File: src/rtl/logo_scroll_ctrl_if.sv
// Interface between the VGA sync / control side and the logo scroll sequencer.
// The sequencer uses the slave modport; the driving side uses master.
interface logo_scroll_ctrl_if;
    logic        vsync;
    logic        start;
    logic        stop;
    logic [10:0] delt;
    logic        logo_en;
    logic        moving;
    logic        dir;
    logic        frame_tick;

    modport master (
        output vsync, start, stop,
        input  delt, logo_en, moving, dir, frame_tick
    );

    modport slave (
        input  vsync, start, stop,
        output delt, logo_en, moving, dir, frame_tick
    );
endinterface

File: src/rtl/logo_scroll_ctrl.sv
// Per-frame sequencer for the logo horizontal offset: ping-pongs delt between
// 0 and DELT_MAX on frame ticks, dwelling at each end.
module logo_scroll_ctrl #(
    parameter int unsigned DELT_MAX    = 100,
    parameter int unsigned STEP        = 2,
    parameter int unsigned FRAME_DIV   = 1,
    parameter int unsigned HOLD_FRAMES = 30,
    parameter int unsigned VS_ACT_LOW  = 1
) (
    input  logic               clk,
    input  logic               rst,
    logo_scroll_ctrl_if.slave  bus
);
    localparam int unsigned DW = 11;
    localparam int unsigned SW = DW + 1;
    localparam int unsigned CW = 8;
    localparam int unsigned HW = 16;
    localparam logic        VS_IDLE = (VS_ACT_LOW != 0);

    typedef enum logic [1:0] {IDLE, RIGHT, LEFT, HOLD} state_t;

    state_t        state;
    logic          vsync_q;
    logic          tick_q;
    logic          dir_q;
    logic          moving_q;
    logic          en_q;
    logic [DW-1:0] delt_q;
    logic [CW-1:0] div_cnt;
    logic [HW-1:0] hold_cnt;

    logic          edge_c;
    logic          update_c;
    logic [SW-1:0] sum_c;
    logic [DW-1:0] right_c;
    logic [DW-1:0] left_c;

    // Frame start is the transition out of the inactive vsync level.
    assign edge_c   = VS_IDLE ? (vsync_q & ~bus.vsync) : (~vsync_q & bus.vsync);
    assign update_c = tick_q && (div_cnt == CW'(FRAME_DIV - 1));

    // Sum is one bit wider than delt so the clamp sees overflow past DELT_MAX.
    assign sum_c   = {1'b0, delt_q} + SW'(STEP);
    assign right_c = (sum_c >= SW'(DELT_MAX)) ? DW'(DELT_MAX) : sum_c[DW-1:0];
    assign left_c  = (delt_q < DW'(STEP)) ? '0 : (delt_q - DW'(STEP));

    always_ff @(posedge clk or posedge rst) begin
        if (rst) begin
            state    <= IDLE;
            vsync_q  <= VS_IDLE;
            tick_q   <= 1'b0;
            dir_q    <= 1'b0;
            moving_q <= 1'b0;
            en_q     <= 1'b0;
            delt_q   <= '0;
            div_cnt  <= '0;
            hold_cnt <= '0;
        end else begin
            vsync_q <= bus.vsync;
            tick_q  <= edge_c;
            en_q    <= 1'b1;
            if (bus.stop) begin
                state    <= IDLE;
                moving_q <= 1'b0;
                div_cnt  <= '0;
            end else begin
                case (state)
                    IDLE: begin
                        if (bus.start) begin
                            state    <= dir_q ? LEFT : RIGHT;
                            moving_q <= 1'b1;
                        end
                    end
                    RIGHT: begin
                        if (update_c) begin
                            div_cnt <= '0;
                            delt_q  <= right_c;
                            if (right_c == DW'(DELT_MAX)) begin
                                state    <= HOLD;
                                dir_q    <= 1'b1;
                                hold_cnt <= '0;
                            end
                        end else if (tick_q) begin
                            div_cnt <= div_cnt + CW'(1);
                        end
                    end
                    LEFT: begin
                        if (update_c) begin
                            div_cnt <= '0;
                            delt_q  <= left_c;
                            if (left_c == '0) begin
                                state    <= HOLD;
                                dir_q    <= 1'b0;
                                hold_cnt <= '0;
                            end
                        end else if (tick_q) begin
                            div_cnt <= div_cnt + CW'(1);
                        end
                    end
                    HOLD: begin
                        // Exit is checked every clock so a zero dwell needs no tick.
                        if (hold_cnt == HW'(HOLD_FRAMES)) begin
                            state <= dir_q ? LEFT : RIGHT;
                        end else if (tick_q) begin
                            hold_cnt <= hold_cnt + HW'(1);
                        end
                    end
                    default: state <= IDLE;
                endcase
            end
        end
    end

    assign bus.delt       = delt_q;
    assign bus.logo_en    = en_q;
    assign bus.moving     = moving_q;
    assign bus.dir        = dir_q;
    assign bus.frame_tick = tick_q;
endmodule

File: src/flat_wrapper.sv
// flat-port wrapper written by rule: the top's interface ports become plain ports
module logo_scroll_ctrl_flat 
#(
    parameter int unsigned DELT_MAX    = 100,
    parameter int unsigned STEP        = 2,
    parameter int unsigned FRAME_DIV   = 1,
    parameter int unsigned HOLD_FRAMES = 30,
    parameter int unsigned VS_ACT_LOW  = 1
)
  (clk, rst, bus_vsync, bus_start, bus_stop, bus_delt, bus_logo_en, bus_moving, bus_dir, bus_frame_tick);
  logo_scroll_ctrl_if bus_i ();
  input  logic clk;
  input  logic rst;
  input wire logic [$bits(bus_i.vsync)-1:0] bus_vsync;
  input wire logic [$bits(bus_i.start)-1:0] bus_start;
  input wire logic [$bits(bus_i.stop)-1:0] bus_stop;
  output wire logic [$bits(bus_i.delt)-1:0] bus_delt;
  output wire logic [$bits(bus_i.logo_en)-1:0] bus_logo_en;
  output wire logic [$bits(bus_i.moving)-1:0] bus_moving;
  output wire logic [$bits(bus_i.dir)-1:0] bus_dir;
  output wire logic [$bits(bus_i.frame_tick)-1:0] bus_frame_tick;
  assign bus_i.vsync = bus_vsync;
  assign bus_i.start = bus_start;
  assign bus_i.stop = bus_stop;
  assign bus_delt = bus_i.delt;
  assign bus_logo_en = bus_i.logo_en;
  assign bus_moving = bus_i.moving;
  assign bus_dir = bus_i.dir;
  assign bus_frame_tick = bus_i.frame_tick;
  logo_scroll_ctrl #(.DELT_MAX(DELT_MAX), .STEP(STEP), .FRAME_DIV(FRAME_DIV), .HOLD_FRAMES(HOLD_FRAMES), .VS_ACT_LOW(VS_ACT_LOW)) u_core (.clk(clk), .rst(rst), .bus(bus_i));
endmodule
File: config.mk
export PLATFORM = sky130hd
export DESIGN_NAME = logo_scroll_ctrl_flat
export DESIGN_NICKNAME = d
export VERILOG_FILES = /design/src/rtl/logo_scroll_ctrl_if.sv /design/src/rtl/logo_scroll_ctrl.sv /design/src/flat_wrapper.sv
export SDC_FILE = /design/constraint.sdc
export NUM_CORES = 1
export LEC_CHECK = 0
export ABC_CLOCK_PERIOD_IN_PS = 7400
export CAP_MARGIN = 0
export CORE_MARGIN = 2
export CORE_UTILIZATION = 30
export CTS_BUF_LIST = sky130_fd_sc_hd__clkbuf_2 sky130_fd_sc_hd__clkbuf_4 sky130_fd_sc_hd__clkbuf_8
export DETAILED_ROUTE_END_ITERATION = 10
export PLACE_DENSITY = 0.54
export SKIP_CTS_REPAIR_TIMING = 1
export SLEW_MARGIN = 15
export SYNTH_ARGS = -nofsm -noshare
export SYNTH_HDL_FRONTEND = slang
export SYNTH_SLANG_ARGS = --single-unit
File: constraint.sdc
create_clock -name clk -period 7.4 [get_ports clk]
set_input_delay 1.11 -clock clk [delete_from_list [all_inputs] [get_ports clk]]
set_output_delay 1.11 -clock clk [all_outputs]
set_load 0.1 [all_outputs]
==> impl_metrics.env, run 1 <==
export IMPL_clockRootBuffer="clkbuf_8"
export IMPL_synth_edf_count=0
export IMPL_worst_pin_slew_ps=976
export IMPL_drc_errors=0
export IMPL_startpoint="u_core.bus.delt[1]"
export IMPL_antenna_found_initial=0
export IMPL_grt_overflow_total=0
export IMPL_postSynthAreaPerCell_um2=8.38
export IMPL_chipHeight_um=102
export IMPL_drtPass1Iterations=5
export IMPL_synthMuxAreaShare_pct=1.43
export IMPL_clk_pin_slew_ps=80
export IMPL_fill_cells=999
export IMPL_grt_util_all_layers_pct=14.3
export IMPL_cp_required_ps=7570
export IMPL_tns_ps=0
export IMPL_fin_util_pct=34.8
export IMPL_internal_power_uw=541
export IMPL_fin_nets=365
export IMPL_crit_path_top_delay_cell="dfrtp_1"
export IMPL_synth_xor_area_share_pct=2.73
export IMPL_synth_nets=359
export IMPL_cts_tree="built"
export IMPL_cts_buffer_depth=2
export IMPL_drt_total_wl_um=6870
export IMPL_fp_dieArea_um2=10400
export IMPL_vdd_drop_max_mv=0.147
export IMPL_worstPathCellList="inv_1 -> ha_1 -> or4_1 -> mux2i_1 -> a32oi_1 -> o21a_1 -> a311oi_2 -> buf_4 -> and2_1 -> mux2_2"
export IMPL_ys_flop_type="dfrtp_1"
export IMPL_io_pins=20
export IMPL_place_gp_congestion=0.893
export IMPL_netlist_area_um2=2880
export IMPL_rrSetupSlack_ps=3720
export IMPL_cts_max_level=2
export IMPL_r2r_end="u_core.hold_cnt[1]"
export IMPL_via_per_inst=5.33
export IMPL_grt_max_degree=43
export IMPL_antenna_cells=0
export IMPL_clkSinkCount=42
export IMPL_slew_viol_final=0
export IMPL_layout_cells_non_filler=479
export IMPL_worstSetupPathType="register to register"
export IMPL_grt_first_pass_wirelength_um=12200
export IMPL_clockPowerShare_pct=13.1
export IMPL_rsz0062_at_grt="false"
export IMPL_finalClockSkew_ps=5.39
export IMPL_ys_warn_count=0
export IMPL_cp_max_fo=20
export IMPL_status="complete, no violations"
export IMPL_syn_to_final_growth_pct=12.0
export IMPL_hp_class="register to register"
export IMPL_synth_ff_latch_count=42
export IMPL_drive_gt1_share_pct=4.57
export IMPL_ant_nets=0
export IMPL_dp_cells=472
export IMPL_dp_final_hpwl_um=4810
export IMPL_dr_total_vias=2555
export IMPL_slew_headroom_pct=34.7
export IMPL_reg2reg_depth=10
export IMPL_combPwrFrac_pct=55.7
export IMPL_synth_compound_area_share_pct=20.0
export IMPL_floorplan_die_width_um=102
export IMPL_min_period_ps=3680
export IMPL_p_switching_uw=593
export IMPL_worstSkewPairLatency_ps=290
export IMPL_powerDensity_nw_per_um2=351
export IMPL_p_seq_share_pct=31.1
export IMPL_max_freq_mhz=272
export IMPL_worstSetupEndpoint="u_core.hold_cnt[1]"
export IMPL_core_area_um2=9280
export IMPL_yosysSeqAreaShare_pct=36.5
export IMPL_rr_startpoint="u_core.bus.delt[1]"
export IMPL_cp_start_kind="register"
export IMPL_yosysUniqueCellTypes=57
export IMPL_portBuffers=19
export IMPL_grt_pass1_vias=2400
export IMPL_ys_async_sr_fraction_pct=100
export IMPL_synth_top_family_by_area="simple AND/OR/NAND/NOR gates"
export IMPL_end_kind="register"
export IMPL_max_stage_delay_ps=620
export IMPL_max_cap_violations=0
export IMPL_start_util_pct=31.1
export IMPL_leakagePower_uw=0.00125
export IMPL_period_share_pct=49.7
export IMPL_synthAdderAreaFrac_pct=4.34
export IMPL_drt_initial_drc_count=129
export IMPL_cp_arrival_ps=3850
export IMPL_hold_violations=0
export IMPL_switching_share_pct=52.3
export IMPL_wl_per_cell_um=14.4
export IMPL_synthesis_instances=344
export IMPL_cts_buffers_inserted=5
export IMPL_synthSimpleGateAreaFrac_pct=28.5
export IMPL_setup_viol_count_final=0
export IMPL_num_rows=35
==> how the worst min path moves through the flow <==
stage | from | end | slack, ps | depth (start not counted)
floorplan | u_core.vsync_q | u_core.bus.frame_tick | 490 | 1
global placement | u_core.bus.moving | u_core.bus.moving | 490 | 2
detailed placement | u_core.bus.moving | u_core.bus.moving | 490 | 2
CTS | u_core.vsync_q | u_core.bus.frame_tick | 510 | 1
global route | u_core.bus.moving | u_core.bus.moving | 540 | 2
finish | u_core.bus.moving | u_core.bus.moving | 500 | 2
==> cell usage in the layout, fill, tap and decap left out, types with 6 or more instances in the layout <==
cell type,synthesis,final
a21oi_1,14,14
a32o_1,8,8
clkdlybuf4s50_1,0,19
dfrtp_1,41,41
ha_1,10,10
inv_1,19,18
nand2_1,32,32
nand3_1,30,30
nand4_1,9,9
nor2_1,22,22
nor2b_1,6,6
nor3_1,20,20
o21ai_0,16,16
==> kinds of logic after synthesis <==
group,after synthesis
AND/OR/NAND/NOR,155
AO/OA/AOI/OAI,81
flip-flops,42
buffers and inverters,42
adder cells (fa/ha/maj),10
XOR/XNOR,9
multiplexers,4
other,1
==> metrics by stage <==
stage          setup WS, ps  hold slack [ps]  power, µW  area (µm²)
6_report               3720              504       1130        3230
5_1_grt                3440              538       1230        3230
4_1_cts                3750              512       1140        3230
3_5_place_dp           3770              492        987        3150
3_3_place_gp           3810              489        990        3150
2_1_floorplan          3950              486        855        2880
==> state kept, by name, summed over array words and instances, names as in the netlist <==
register	cells
u_core.vsync_q	1
u_core.hold_cnt	16
u_core.bus.moving	1
u_core.state	2
u_core.div_cnt	8
u_core.bus.dir	1
u_core.bus.delt	11
u_core.bus.frame_tick	1
u_core.bus.logo_en	1
==> power groups by stage <==
stage / combinational (µW) / clock [µW] / sequential [µW]
after global routing: 700 / 165 / 366
after CTS: 631 / 159 / 353
after detailed placement: 630 / 0 / 357
final: 632 / 149 / 353
after floorplan: 419 / 0 / 436
after global placement: 636 / 0 / 355
==> routing by layer <==
metal | GRT usage [%] | wire length [µm]
met5 | 0 | 0
met4 | 3.28 | 38
met3 | 2.53 | 348
met2 | 20.9 | 3000
met1 | 21.8 | 3480
==> worst max-delay path, delay by kind of cell (launching register included) <==
kind | cells | cell delay [ps]
compound gates | 3 | 570
fa+ha+maj | 1 | 350
buf+inv | 2 | 390
flops | 1 | 620
mux | 2 | 550
simple gates | 2 | 1080
==> synth_stat cells, drive strengths merged, types with 2 or more instances <==
cell type | number | area (µm²)
nand3 | 30 | 150
o21ai | 16 | 80.1
and4 | 2 | 17.5
o2111ai | 2 | 17.5
and3b | 2 | 17.5
xnor2 | 4 | 35.0
a311oi | 3 | 32.5
o221ai | 4 | 35.0
o211ai | 4 | 30.0
a32oi | 3 | 26.3
nor4 | 5 | 46.3
nand4 | 9 | 56.3
nor2 | 22 | 82.6
and2 | 3 | 18.8
buf | 7 | 51.3
nor3 | 20 | 100
a21oi | 14 | 70.1
ha | 10 | 125
and3 | 5 | 31.3
a31oi | 5 | 31.3
a21o | 3 | 22.5
or3 | 3 | 18.8
a211oi | 2 | 15.0
mux2i | 3 | 30.0
nor2b | 6 | 37.5
nand2 | 32 | 120
clkbuf | 16 | 60.1
nand2b | 2 | 12.5
xor2 | 5 | 43.8
a211o | 3 | 26.3
o22a | 2 | 17.5
or4 | 5 | 37.5
inv | 19 | 71.3
o31ai | 4 | 30.0
or2 | 2 | 12.5
nor3b | 4 | 35.0
a32o | 8 | 80.1
dfrtp | 41 | 1030
a21boi | 3 | 22.5
==> layout make-up <==
| cell class | instances | area, µm² | share of cell area, % |
|---|---|---|---|
| clock buffer | 7 | 83.8 | 2.59 |
| tap | 129 | 161 | 5.00 |
| sequential | 42 | 1050 | 32.6 |
| multi-input combinational | 260 | 1650 | 51.0 |
| inverter | 19 | 71.3 | 2.21 |
| timing repair buffer | 22 | 213 | 6.58 |
Power figures use the tool's default switching activity.
==> run 2: changes to the inputs <==
--- a/config.mk
+++ b/config.mk
@@ -5,7 +5,7 @@
 export SDC_FILE = /design/constraint.sdc
 export NUM_CORES = 1
 export LEC_CHECK = 0
-export ABC_CLOCK_PERIOD_IN_PS = 7400
+export ABC_CLOCK_PERIOD_IN_PS = 3400
 export CAP_MARGIN = 0
 export CORE_MARGIN = 2
 export CORE_UTILIZATION = 30
==> constraint.sdc (replaced) <==
create_clock -name clk -period 3.4 [get_ports clk]
set_input_delay 0.51 -clock clk [delete_from_list [all_inputs] [get_ports clk]]
set_output_delay 0.51 -clock clk [all_outputs]
set_load 0.1 [all_outputs]
==> impl_metrics.env, run 2 (synthesis gave the netlist of run 1 again) <==
export IMPL_status="complete, no violations"
export IMPL_critPathBufInv=2
export IMPL_drt_initial_drc_count=124
export IMPL_fin_nets=371
export IMPL_wl_per_cell_um=14.5
export IMPL_worstSetupPathType="register to register"
export IMPL_period_share_pct=88.1
export IMPL_layout_common_cells="39 x dfrtp_1, 32 x nand2_1, 30 x nand3_1"
export IMPL_cts_buffer_depth=2
export IMPL_fin_util_pct=35.3
export IMPL_max_cap_violations=0
export IMPL_clkSinkCount=42
export IMPL_floorplan_die_width_um=102
export IMPL_cp_required_ps=3590
export IMPL_rrSetupSlack_ps=400
export IMPL_grt_max_degree=32
export IMPL_worstSkewPairLatency_ps=290
export IMPL_top_register="u_core.hold_cnt"
export IMPL_cts_max_level=2
export IMPL_leakagePower_uw=0.00129
export IMPL_postLayoutCellArea_um2=3270
export IMPL_fp_dieArea_um2=10400
export IMPL_syn_to_final_growth_pct=13.5
export IMPL_portBuffers=19
export IMPL_dr_total_vias=2667
export IMPL_largest_register_ff_count=16
export IMPL_place_gp_congestion=0.926
export IMPL_cts_tree="built"
export IMPL_end_kind="register"
export IMPL_setup_viol_count_final=0
export IMPL_placed_area_um2=3180
export IMPL_dp_final_hpwl_um=4910
export IMPL_hold_violations=0
export IMPL_drt_total_wl_um=7070
export IMPL_cp_arrival_ps=3190
export IMPL_core_area_um2=9280
export IMPL_grt_first_pass_wirelength_um=12400
export IMPL_crit_path_top_delay_cell="or4_1"
export IMPL_max_freq_mhz=334
export IMPL_via_per_inst=5.49
export IMPL_clockRootBuffer="clkbuf_8"
export IMPL_slew_viol_final=0
export IMPL_io_pins=20
export IMPL_drive_gt1_share_pct=8.68
export IMPL_min_period_ps=3000
export IMPL_chipHeight_um=102
export IMPL_worst_pin_slew_ps=985
export IMPL_num_rows=35
export IMPL_cp_start_kind="register"
export IMPL_vdd_drop_max_mv=0.294
export IMPL_powerDensity_nw_per_um2=778
export IMPL_cp_max_fo=19
export IMPL_hp_class="register to register"
export IMPL_rsz0062_at_grt="false"
export IMPL_tns_ps=0
export IMPL_critical_path_top_delay_family="compound AO/OA/AOI/OAI gates"
export IMPL_clk_pin_slew_ps=80
export IMPL_cts_buffers_inserted=5
export IMPL_drc_errors=0
export IMPL_finalPower_uw=2550
export IMPL_start_util_pct=31.1
export IMPL_antenna_found_initial=0
export IMPL_slew_headroom_pct=34.1
export IMPL_drtPass1Iterations=4
export IMPL_worstPathCellList="inv_1 -> ha_1 -> or4_1 -> mux2i_1 -> a32oi_1 -> o21a_1 -> a311oi_2 -> buf_4 -> a21oi_1 -> a311oi_1"
export IMPL_antenna_cells=0
export IMPL_grt_overflow_total=0
export IMPL_final_common_cell="dfrtp_1"
export IMPL_finalClockSkew_ps=5.65
export IMPL_ant_nets=0
export IMPL_grt_pass1_vias=2543
export IMPL_grt_util_all_layers_pct=14.6
export IMPL_max_stage_delay_ps=540
## run 2: changes by cell type in the layout (fill, tap and decap cells not counted)
| cell | delta |
|---|---|
| clkdlybuf4s50_1 | -6 |
| clkbuf_4 | -1 |
| dfrtp_2 | +2 |
| clkinv_2 | +1 |
| dfrtp_1 | -2 |
| buf_4 | +12 |
| clkbuf_8 | +1 |
## run 2: power breakdown
group / total [µW] / switching (µW) / internal (µW)
clock: 347 / 175 / 172
combinational: 1460 / 985 / 470
sequential: 744 / 159 / 585
## run 2: stage by stage
stage | cells | worst slack (ps) | hold slack (ps)
after global placement | 478 | 481 | 486
after detailed placement | 478 | 442 | 493
after CTS | 486 | 431 | 513
after floorplan | 344 | 64.6 | 486
final | 486 | 405 | 509
after global routing | 486 | 220 | 524
## run 2: tightest hold or removal path, delay by kind of cell (launching register included)
kind | cells | cell delay [ps]
AOI/OAI and AO/OA | 1 | 40
DFF | 1 | 350
and+or+nand+nor | 1 | 80
## run 2: per-layer routing
layer | track usage [%] | up-vias | wire [µm]
met5 | 0 | - | 0
met4 | 3.69 | 0 | 65
met3 | 2.67 | 7 | 396
met2 | 22.8 | 73 | 3170
met1 | 20.8 | 1295 | 3430
li1 | - | 1292 | -
## run 2: cell type report
cell class / count / area, µm²
Sequential cell: 42 / 1050
Timing Repair Buffer: 28 / 243
Inverter: 19 / 71.3
Clock inverter: 1 / 5.00
Tap cell: 129 / 161
Fill cell: 994 / 6010
Multi-Input combinational cell: 260 / 1650
Clock buffer: 7 / 90.1
## run 2: worst paths after layout
path | start | to | cells after the start
max | u_core.bus.delt[1] | u_core.state[1] | 10
min in group asynchronous | rst | u_core.bus.logo_en | 2
min reg2reg | u_core.bus.moving | u_core.bus.moving | 2
max reg2reg | u_core.bus.delt[1] | u_core.state[1] | 10
max in group asynchronous | rst | u_core.bus.delt[2] | 3
min | u_core.bus.moving | u_core.bus.moving | 2
